===== config.mk =====
export PLATFORM = sky130hd
export DESIGN_NAME = rip_pseudo_core_v2
export DESIGN_NICKNAME = d
export VERILOG_FILES = /design/src/rtl/rip_pseudo_core_v2.sv
export SDC_FILE = /design/constraint.sdc
export NUM_CORES = 1
export LEC_CHECK = 0
export CAP_MARGIN = 40
export CORE_MARGIN = 3
export CORE_UTILIZATION = 40
export DETAILED_ROUTE_END_ITERATION = 16
export PLACE_DENSITY = 0.79
export SYNTH_ARGS = -nofsm -noshare
export SYNTH_HDL_FRONTEND = slang
export SYNTH_SLANG_ARGS = --single-unit

===== constraint.sdc =====
create_clock -name clk -period 2.65 [get_ports clk]
set_input_delay 0.265 -clock clk [delete_from_list [all_inputs] [get_ports clk]]
set_output_delay 0.265 -clock clk [all_outputs]
set_load 0.005 [all_outputs]

===== src/rtl/rip_pseudo_core_v2.sv =====
// rip_pseudo_core_v2 -- AXI memory pattern exerciser.
//
// On an accepted start the core writes NUM_BURSTS incrementing bursts of
// BURST_LEN beats to the region at mem_head. Beat k carries seed+k. With
// RIP_PSEUDO_CORE_READBACK_EN defined, it then reads the region back and counts
// beats that differ from the expected pattern. Without the macro, the run ends
// after the last write response and the read channel is held idle.
//
// Ports
//   clk, rst            clock, asynchronous active-high reset
//   start               run request, only honoured in IDLE
//   mem_head, seed      region base / pattern seed, latched at accepted start
//   busy[1:0]           bit0 write phase, bit1 read phase
//   done                one-cycle pulse at end of run
//   err_count           saturating read-back mismatch count
//   AW*/W*/B*           AXI write address, data and response channels
//   AR*/R*              AXI read address and data channels
//
// Configuration macro: RIP_PSEUDO_CORE_READBACK_EN (read-back phase present)

module rip_pseudo_core_v2 #(
   parameter int ADDR_WIDTH     = 32,
   parameter int AXI_DATA_WIDTH = 32,
   parameter int BURST_LEN      = 16,
   parameter int NUM_BURSTS     = 4
) (
   input  logic                      clk,
   input  logic                      rst,
   input  logic                      start,
   input  logic [ADDR_WIDTH-1:0]     mem_head,
   input  logic [AXI_DATA_WIDTH-1:0] seed,
   output logic [1:0]                busy,
   output logic                      done,
   output logic [15:0]               err_count,
   output logic [ADDR_WIDTH-1:0]     AWADDR,
   output logic [7:0]                AWLEN,
   output logic                      AWVALID,
   input  logic                      AWREADY,
   output logic [AXI_DATA_WIDTH-1:0] WDATA,
   output logic                      WLAST,
   output logic                      WVALID,
   input  logic                      WREADY,
   input  logic                      BVALID,
   output logic                      BREADY,
   output logic [ADDR_WIDTH-1:0]     ARADDR,
   output logic [7:0]                ARLEN,
   output logic                      ARVALID,
   input  logic                      ARREADY,
   input  logic [AXI_DATA_WIDTH-1:0] RDATA,
   input  logic                      RLAST,
   input  logic                      RVALID,
   output logic                      RREADY
);

   localparam int                      BYTES_PER_BEAT = AXI_DATA_WIDTH / 8;
   localparam logic [ADDR_WIDTH-1:0]   BURST_BYTES    = ADDR_WIDTH'(BURST_LEN * BYTES_PER_BEAT);
   localparam logic [8:0]              BEAT_LAST      = 9'(BURST_LEN - 1);
   localparam logic [15:0]             BURST_LAST     = 16'(NUM_BURSTS - 1);
   localparam logic [7:0]              AXLEN          = 8'(BURST_LEN - 1);
   localparam logic [AXI_DATA_WIDTH-1:0] DATA_ONE     = AXI_DATA_WIDTH'(1);

   typedef enum logic [2:0] {
      IDLE, WR_ADDR, WR_DATA, WR_RESP, RD_ADDR, RD_DATA, DONE
   } state_t;

   state_t                      state, state_nxt;
   logic [ADDR_WIDTH-1:0]       addr_q;
   logic [AXI_DATA_WIDTH-1:0]   wdata_q;
   logic [8:0]                  beat_q;
   logic [15:0]                 burst_q;
   logic                        beat_last;
   logic                        burst_last;

   assign beat_last  = (beat_q == BEAT_LAST);
   assign burst_last = (burst_q == BURST_LAST);

   assign AWADDR = addr_q;
   assign WDATA  = wdata_q;

`ifdef RIP_PSEUDO_CORE_READBACK_EN
   logic [ADDR_WIDTH-1:0]       head_q;
   logic [AXI_DATA_WIDTH-1:0]   exp_q;
   logic [15:0]                 err_q;
   logic                        unused_ok;

   function automatic logic [15:0] sat_inc(input logic [15:0] v);
      return (v == 16'hFFFF) ? v : v + 16'd1;
   endfunction

   assign ARADDR    = addr_q;
   assign err_count = err_q;
   // Burst end is decided by the internal beat count, RLAST is not trusted.
   assign unused_ok = RLAST;
`else
   logic                        unused_ok;

   assign ARADDR    = '0;
   assign err_count = '0;
   assign unused_ok = ^{ARREADY, RDATA, RLAST, RVALID};
`endif

   always_ff @(posedge clk or posedge rst) begin
      if (rst) state <= IDLE;
      else     state <= state_nxt;
   end

   // Next state and channel controls; every VALID is a pure state decode so
   // it can only fall on the state change caused by its own handshake.
   always_comb begin
      state_nxt = state;
      busy      = 2'b00;
      done      = 1'b0;
      AWVALID   = 1'b0;
      AWLEN     = 8'd0;
      WVALID    = 1'b0;
      WLAST     = 1'b0;
      BREADY    = 1'b0;
      ARVALID   = 1'b0;
      ARLEN     = 8'd0;
      RREADY    = 1'b0;
      case (state)
         IDLE: begin
            if (start) state_nxt = WR_ADDR;
         end
         WR_ADDR: begin
            busy[0] = 1'b1;
            AWVALID = 1'b1;
            AWLEN   = AXLEN;
            if (AWREADY) state_nxt = WR_DATA;
         end
         WR_DATA: begin
            busy[0] = 1'b1;
            WVALID  = 1'b1;
            WLAST   = beat_last;
            if (WREADY && beat_last) state_nxt = WR_RESP;
         end
         WR_RESP: begin
            busy[0] = 1'b1;
            BREADY  = 1'b1;
            if (BVALID) begin
`ifdef RIP_PSEUDO_CORE_READBACK_EN
               state_nxt = burst_last ? RD_ADDR : WR_ADDR;
`else
               state_nxt = burst_last ? DONE : WR_ADDR;
`endif
            end
         end
`ifdef RIP_PSEUDO_CORE_READBACK_EN
         RD_ADDR: begin
            busy[1] = 1'b1;
            ARVALID = 1'b1;
            ARLEN   = AXLEN;
            if (ARREADY) state_nxt = RD_DATA;
         end
         RD_DATA: begin
            busy[1] = 1'b1;
            RREADY  = 1'b1;
            if (RVALID && beat_last) state_nxt = burst_last ? DONE : RD_ADDR;
         end
`endif
         DONE: begin
            done      = 1'b1;
            state_nxt = IDLE;
         end
         default: state_nxt = IDLE;
      endcase
   end

   // Address, pattern and counters. Everything advances only on a handshake
   // so payloads stay stable while VALID waits for READY.
   always_ff @(posedge clk or posedge rst) begin
      if (rst) begin
         addr_q  <= '0;
         wdata_q <= '0;
         beat_q  <= '0;
         burst_q <= '0;
`ifdef RIP_PSEUDO_CORE_READBACK_EN
         head_q  <= '0;
         exp_q   <= '0;
         err_q   <= '0;
`endif
      end else begin
         case (state)
            IDLE: begin
               if (start) begin
                  addr_q  <= mem_head;
                  wdata_q <= seed;
                  beat_q  <= '0;
                  burst_q <= '0;
`ifdef RIP_PSEUDO_CORE_READBACK_EN
                  head_q  <= mem_head;
                  exp_q   <= seed;
                  err_q   <= '0;
`endif
               end
            end
            WR_DATA: begin
               if (WREADY) begin
                  wdata_q <= wdata_q + DATA_ONE;
                  beat_q  <= beat_last ? 9'd0 : beat_q + 9'd1;
               end
            end
            WR_RESP: begin
               if (BVALID) begin
                  if (burst_last) begin
                     burst_q <= '0;
`ifdef RIP_PSEUDO_CORE_READBACK_EN
                     addr_q  <= head_q;
`endif
                  end else begin
                     burst_q <= burst_q + 16'd1;
                     addr_q  <= addr_q + BURST_BYTES;
                  end
               end
            end
`ifdef RIP_PSEUDO_CORE_READBACK_EN
            RD_DATA: begin
               if (RVALID) begin
                  exp_q <= exp_q + DATA_ONE;
                  if (RDATA != exp_q) err_q <= sat_inc(err_q);
                  if (beat_last) begin
                     beat_q <= '0;
                     if (!burst_last) begin
                        burst_q <= burst_q + 16'd1;
                        addr_q  <= addr_q + BURST_BYTES;
                     end
                  end else begin
                     beat_q <= beat_q + 9'd1;
                  end
               end
            end
`endif
            default: ;
         endcase
      end
   end

endmodule

**Word-level counts from Yosys, hierarchy flattened**

Index checks and enable logic that the tools add are counted.

- Word-level logic and storage cells: 58
- Input port bits: 105
- Output and inout bits: 137
- Register bits: 92

- Reduce and logical (&&, ||, !) cells: 9
- Eq/ne operators: 12
- Add/sub/neg operators: 4
- Mux-type cells: 28

Operators with widths:

| kind | count |
|---|---|
| $mux W32 | 5 |
| $pmux W32 S2 | 2 |
| $mux W16 | 3 |
| $add A32 B1 Y32 const B | 1 |
| $add A32 B7 Y32 const B | 1 |
| $pmux W16 S2 | 1 |
| $mux W9 | 3 |
| $pmux W9 S2 | 1 |
| $add A16 B1 Y16 const B | 1 |
| $eq A16 B2 Y1 const B | 1 |
| $mux W3 | 5 |
| $ne A2 B2 Y1 const B | 6 |
| $pmux W3 S4 | 1 |
| $add A9 B1 Y9 const B | 1 |
| $eq A9 B4 Y1 const B | 1 |
| $reduce_and A4 Y1 | 2 |
| $eq A3 B2 Y1 const B | 2 |
| $mux W1 | 6 |
| $reduce_and A3 Y1 | 2 |
| $mux W4 | 1 |
| $reduce_bool A2 Y1 | 2 |
| $eq A3 B1 Y1 const B | 1 |
| $eq A3 B3 Y1 const B | 1 |
| $logic_not A3 Y1 | 1 |
| 2 further kinds | 2 |

**Depth between registers and ports, before layout**

- Word-level depth: 4
- Depth in mapped cells: 9
- Depth with buffers taken out: 7

**Least setup slack after synthesis**

No wires, ideal clock.

- Kind: reg2reg
- Start point: register state[2]
- End point: register addr_q[21] (netlist: AWADDR[21])
- Period minus slack after synthesis: 1.931 ns
- Path buffers: 3
- Data arrival time: 1.798 ns
- Setup time: 0.133 ns
- Required time: 2.517 ns
- Setup slack: 0.719 ns
- Cell stages (with the launch flop): 9
- Cell sequence: dfrtp_1 > buf_6 > nor4b_4 > or2_2 > clkbuf_1 > buf_2 > nand4_1 > o32ai_1 > a31oi_1

- Longest elaborated chain between the ends: 3
- Elaborated cells on any way between the ends: 8
- Those cells by class: eq/ne (4); mux (1); reduce/logical (3)

Ends and longest elaborated chain:

| what | line | RTL |
|---|---|---|
| start, declared | 66 | `state_t state, state_nxt;` |
| start signal, assigned | 104 | `else state <= state_nxt;` |
| $eq A3 B2 Y1 or $logic_not A3 Y1 (tied branches) | 183 | `case (state)` |
| $ne A2 B2 Y1 (no line) or $reduce_bool A2 Y1 (tied branches) | -- |  |
| $reduce_and A4 Y1 (no line) | -- |  |
| end signal, assigned | 186 | `addr_q <= mem_head;` |
| end signal, assigned | 212 | `addr_q <= addr_q + BURST_BYTES;` |
| end, declared | 67 | `logic [ADDR_WIDTH-1:0] addr_q;` |

Several ways; a longest one is shown, not always the timed one.
A chain may end at the register's enable or synchronous reset.

**Final worst setup path**

- Start point: register beat_q[5]
- End point: output port WLAST

- Longest elaborated chain between the ends: 2

Ends and longest elaborated chain:

| what | line | RTL |
|---|---|---|
| start, declared | 69 | `logic [8:0] beat_q;` |
| start signal, assigned | 200 | `beat_q <= beat_last ? 9'd0 : beat_q + 9'd1;` |
| $eq A9 B4 Y1 | 74 | `assign beat_last = (beat_q == BEAT_LAST);` |
| $mux W1 | 121 | `case (state)` |
| end, declared | 40 | `output logic WLAST,` |

No other way between the ends.

==> impl_metrics.py <==
metrics = {
    "synth": {
        "netlist-cell-type-count": 64,
        "yosysMostFrequentCell": "dfrtp_1",
        "synthesis.area_um2": 6110,
        "synthFlopType": "dfrtp_1",
        "synthTopCellsByCount": "dfrtp_1 (92), nand2_1 (84), buf_4 (70)",
        "synth_enable_flop_cells": 0,
        "synthTopCellsByArea": "dfrtp_1 (38%), buf_4 (8.6%), nand2_1 (5.2%), a21oi_1 (4.8%), o21ai_0 (4.1%)",
        "syn_inst": 750,
        "ys_seq_area_share_pct": 37.7,
        "yosys_warnings": 0,
        "async_flop_share_pct": 100,
        "synth_top_area_share_pct": 37.7,
        "yosysTopAreaCell": "dfrtp_1",
        "ys_ff_latch": 92,
        "synth_area_per_cell_um2": 8.15,
    },
    "die": {
        "initial_core_util_pct": 41.4,
        "fp.dieW_um": 130,
        "fp.coreArea_um2": 14800,
        "dieHeight_um": 130,
        "die_area_um2": 16800,
        "boundaryPins": 242,
        "row_count": 44,
    },
    "clock_tree": {
        "ctsResizeCount": 0,
        "cts_hold_buffers": 0,
        "cts_sinks": 92,
        "clock-root-buffer": "clkbuf_16",
        "clk_pin_slew_ns": 0.07,
        "htree_levels": 3,
        "cts_tree": "done",
        "numCtsBuffers": 9,
        "clk_path_buf_depth": 2,
        "clock_latency_ns": 0.35,
        "cts_setup_buffers": 0,
    },
    "drt": {
        "drt_first_pass_iters": 6,
        "vias": 6034,
        "vias_per_cell": 5.66,
        "drc": 0,
        "routed_wl_mm": 17.4,
        "drtIter0Drc": 461,
        "wl_per_cell_um": 16.3,
        "detail-route-antenna-nets": 0,
    },
    "worst_setup_path": {
        "critPathKind": "flop to primary output",
        "critPathArrivalTime_ns": 2.26,
        "crit_buf_inv": 1,
        "critPathMaxFanout": 7,
        "path_delay_family": "simple AND/OR/NAND/NOR gates",
        "critPathRequiredTime_ns": 2.38,
        "cp_slowest_cell": "or4_1",
        "crit_chain": "or4_1 -> nor2_1 -> and3_1 -> clkdlybuf4s50_1",
        "end_kind": "primary output",
        "path_depth": 4,
        "cp-start-kind": "flop",
        "critPathMaxStageDelay_ns": 0.57,
        "reg2reg_depth": 6,
    },
    "cells_and_area": {
        "design_area_um2": 7810,
        "fin_util_pct": 52.9,
        "antenna_cells": 0,
        "final_cells": 1067,
        "final_nets": 987,
        "drive_gt1_share_pct": 6.91,
        "area_growth_pct": 27.8,
    },
    "timing": {
        "slew_violations": 0,
        "fin_crit_ns": 2.52,
        "tightest_slew_ns": 0.547,
        "rsz0062_at_grt": "false",
        "finalHoldViolCount": 0,
        "fin_crit_sh_pct": 95.2,
        "whs_ns": 0.288,
        "relSlewSlack_pct": 63.4,
        "tns_ns": 0,
        "max_freq_mhz": 397,
        "fin_skew_ns": 0.0110,
        "finalSetupViolations": 0,
        "setup_ws_ns": 0.128,
    },
    "power_and_ir_drop": {
        "power_density_nw_per_um2": 1050,
        "power_mw": 8.17,
        "vdd_drop_max_v": 0.000474,
        "leakagePower_nw": 3.16,
    },
    "placement": {
        "dpl_cell_area_um2": 7530,
        "dpl.hpwl_mm": 12.7,
        "dp.cells": 1051,
        "port_buffers": 143,
        "gp_congestion": 0.908,
        "place_ws_ns": 0.323,
    },
    "global_route": {
        "grt_first_pass_wirelength_mm": 27.7,
        "grt_pass1_vias": 5325,
        "antenna_found_initial": 0,
        "grt_max_degree": 53,
        "track_usage_pct": 20.2,
        "grt_overflow_total": 0,
    },
    "run": {
        "maxCapViolCount": 0,
    },
    "worst_hold_path": {
        "hold_class": "primary input to async pin",
    },
    "status": {
        "status": "finished clean",
    },
}
-- cells in the final DEF (no fill, tap or decap), drive strengths merged, types with 11 or more instances in the layout --
cell type,n
clkdlybuf4s50,143
dfrtp,92
nand2,84
conb,63
nor2,62
a21oi,59
o21ai,52
nand3,46
nand4,33
buf,30
nor3,24
and3,20
o22ai,14
a31oi,12
inv,12
nor4,12
xnor2,11
-- cell families (layout without fill, tap and decap cells) --
family / count (synthesis) / in the layout / share of synthesized area (%)
AO/OA/AOI/OAI: 191 / 191 / 19.6
XOR/XNOR: 14 / 14 / 2.01
adder cells (fa/ha/maj): 4 / 4 / 0.819
buffers and inverters: 131 / 202 / 12.9
flip-flops: 92 / 92 / 37.7
multiplexers: 4 / 4 / 0.860
other: 1 / 63 / 0.0614
AND/OR/NAND/NOR: 313 / 313 / 26.1
-- metal layers --
metal / part of all wire, % / vias to the layer above / GRT usage [%]
met1: 42 / 2831 / 28.9
met4: 1.3 / 0 / 5.62
met2: 47 / 325 / 31.4
met3: 9.7 / 21 / 3.92
li1: - / 2857 / -
met5: 0 / - / 0
-- path summary, 6_finish.rpt --
check | startpoint | endpoint | slack [ns]
setup / recovery | beat_q[5] | WLAST | 0.13
max in group asynchronous | rst | AWADDR[1] | 1.71
setup reg to reg | WDATA[0] | WDATA[30] | 0.37
hold reg to reg | AWADDR[4] | AWADDR[4] | 0.47
min in group clk | mem_head[4] | AWADDR[4] | 0.45
hold / removal | rst | burst_q[9] | 0.29
-- layout make-up --
cell class / count / area (µm²)
clock buffer: 10 / 239
clock inverter: 6 / 45.0
fill: 1405 / 6940
inverter: 13 / 52.6
multi-input combinational: 589 / 3260
sequential: 92 / 2300
tap: 184 / 230
timing repair buffer: 173 / 1680
-- sequential cells by signal, indices dropped and copies added, names as in the netlist --
| register | cells |
|---|---|
| state | 3 |
| WDATA | 32 |
| beat_q | 9 |
| burst_q | 16 |
| AWADDR | 32 |
-- worst reg2reg max path, stage by stage, from the launching register on --
cell      delay, ns
dfrtp_1        0.45
ha_1           0.26
nand4_1        0.12
nor4_1         0.43
nand4_1        0.33
or4_1          0.54
nand3b_1       0.10
-- report_power, final --
| part | switching [mW] | leakage, nW | internal, mW |
|---|---|---|---|
| logic | 2.10 | 1.92 | 2.11 |
| clock network | 0.593 | 0.132 | 0.667 |
| registers | 0.769 | 1.11 | 1.94 |
| total | 3.46 | 3.16 | 4.71 |
No activity file was read; power rests on OpenSTA's default activity.
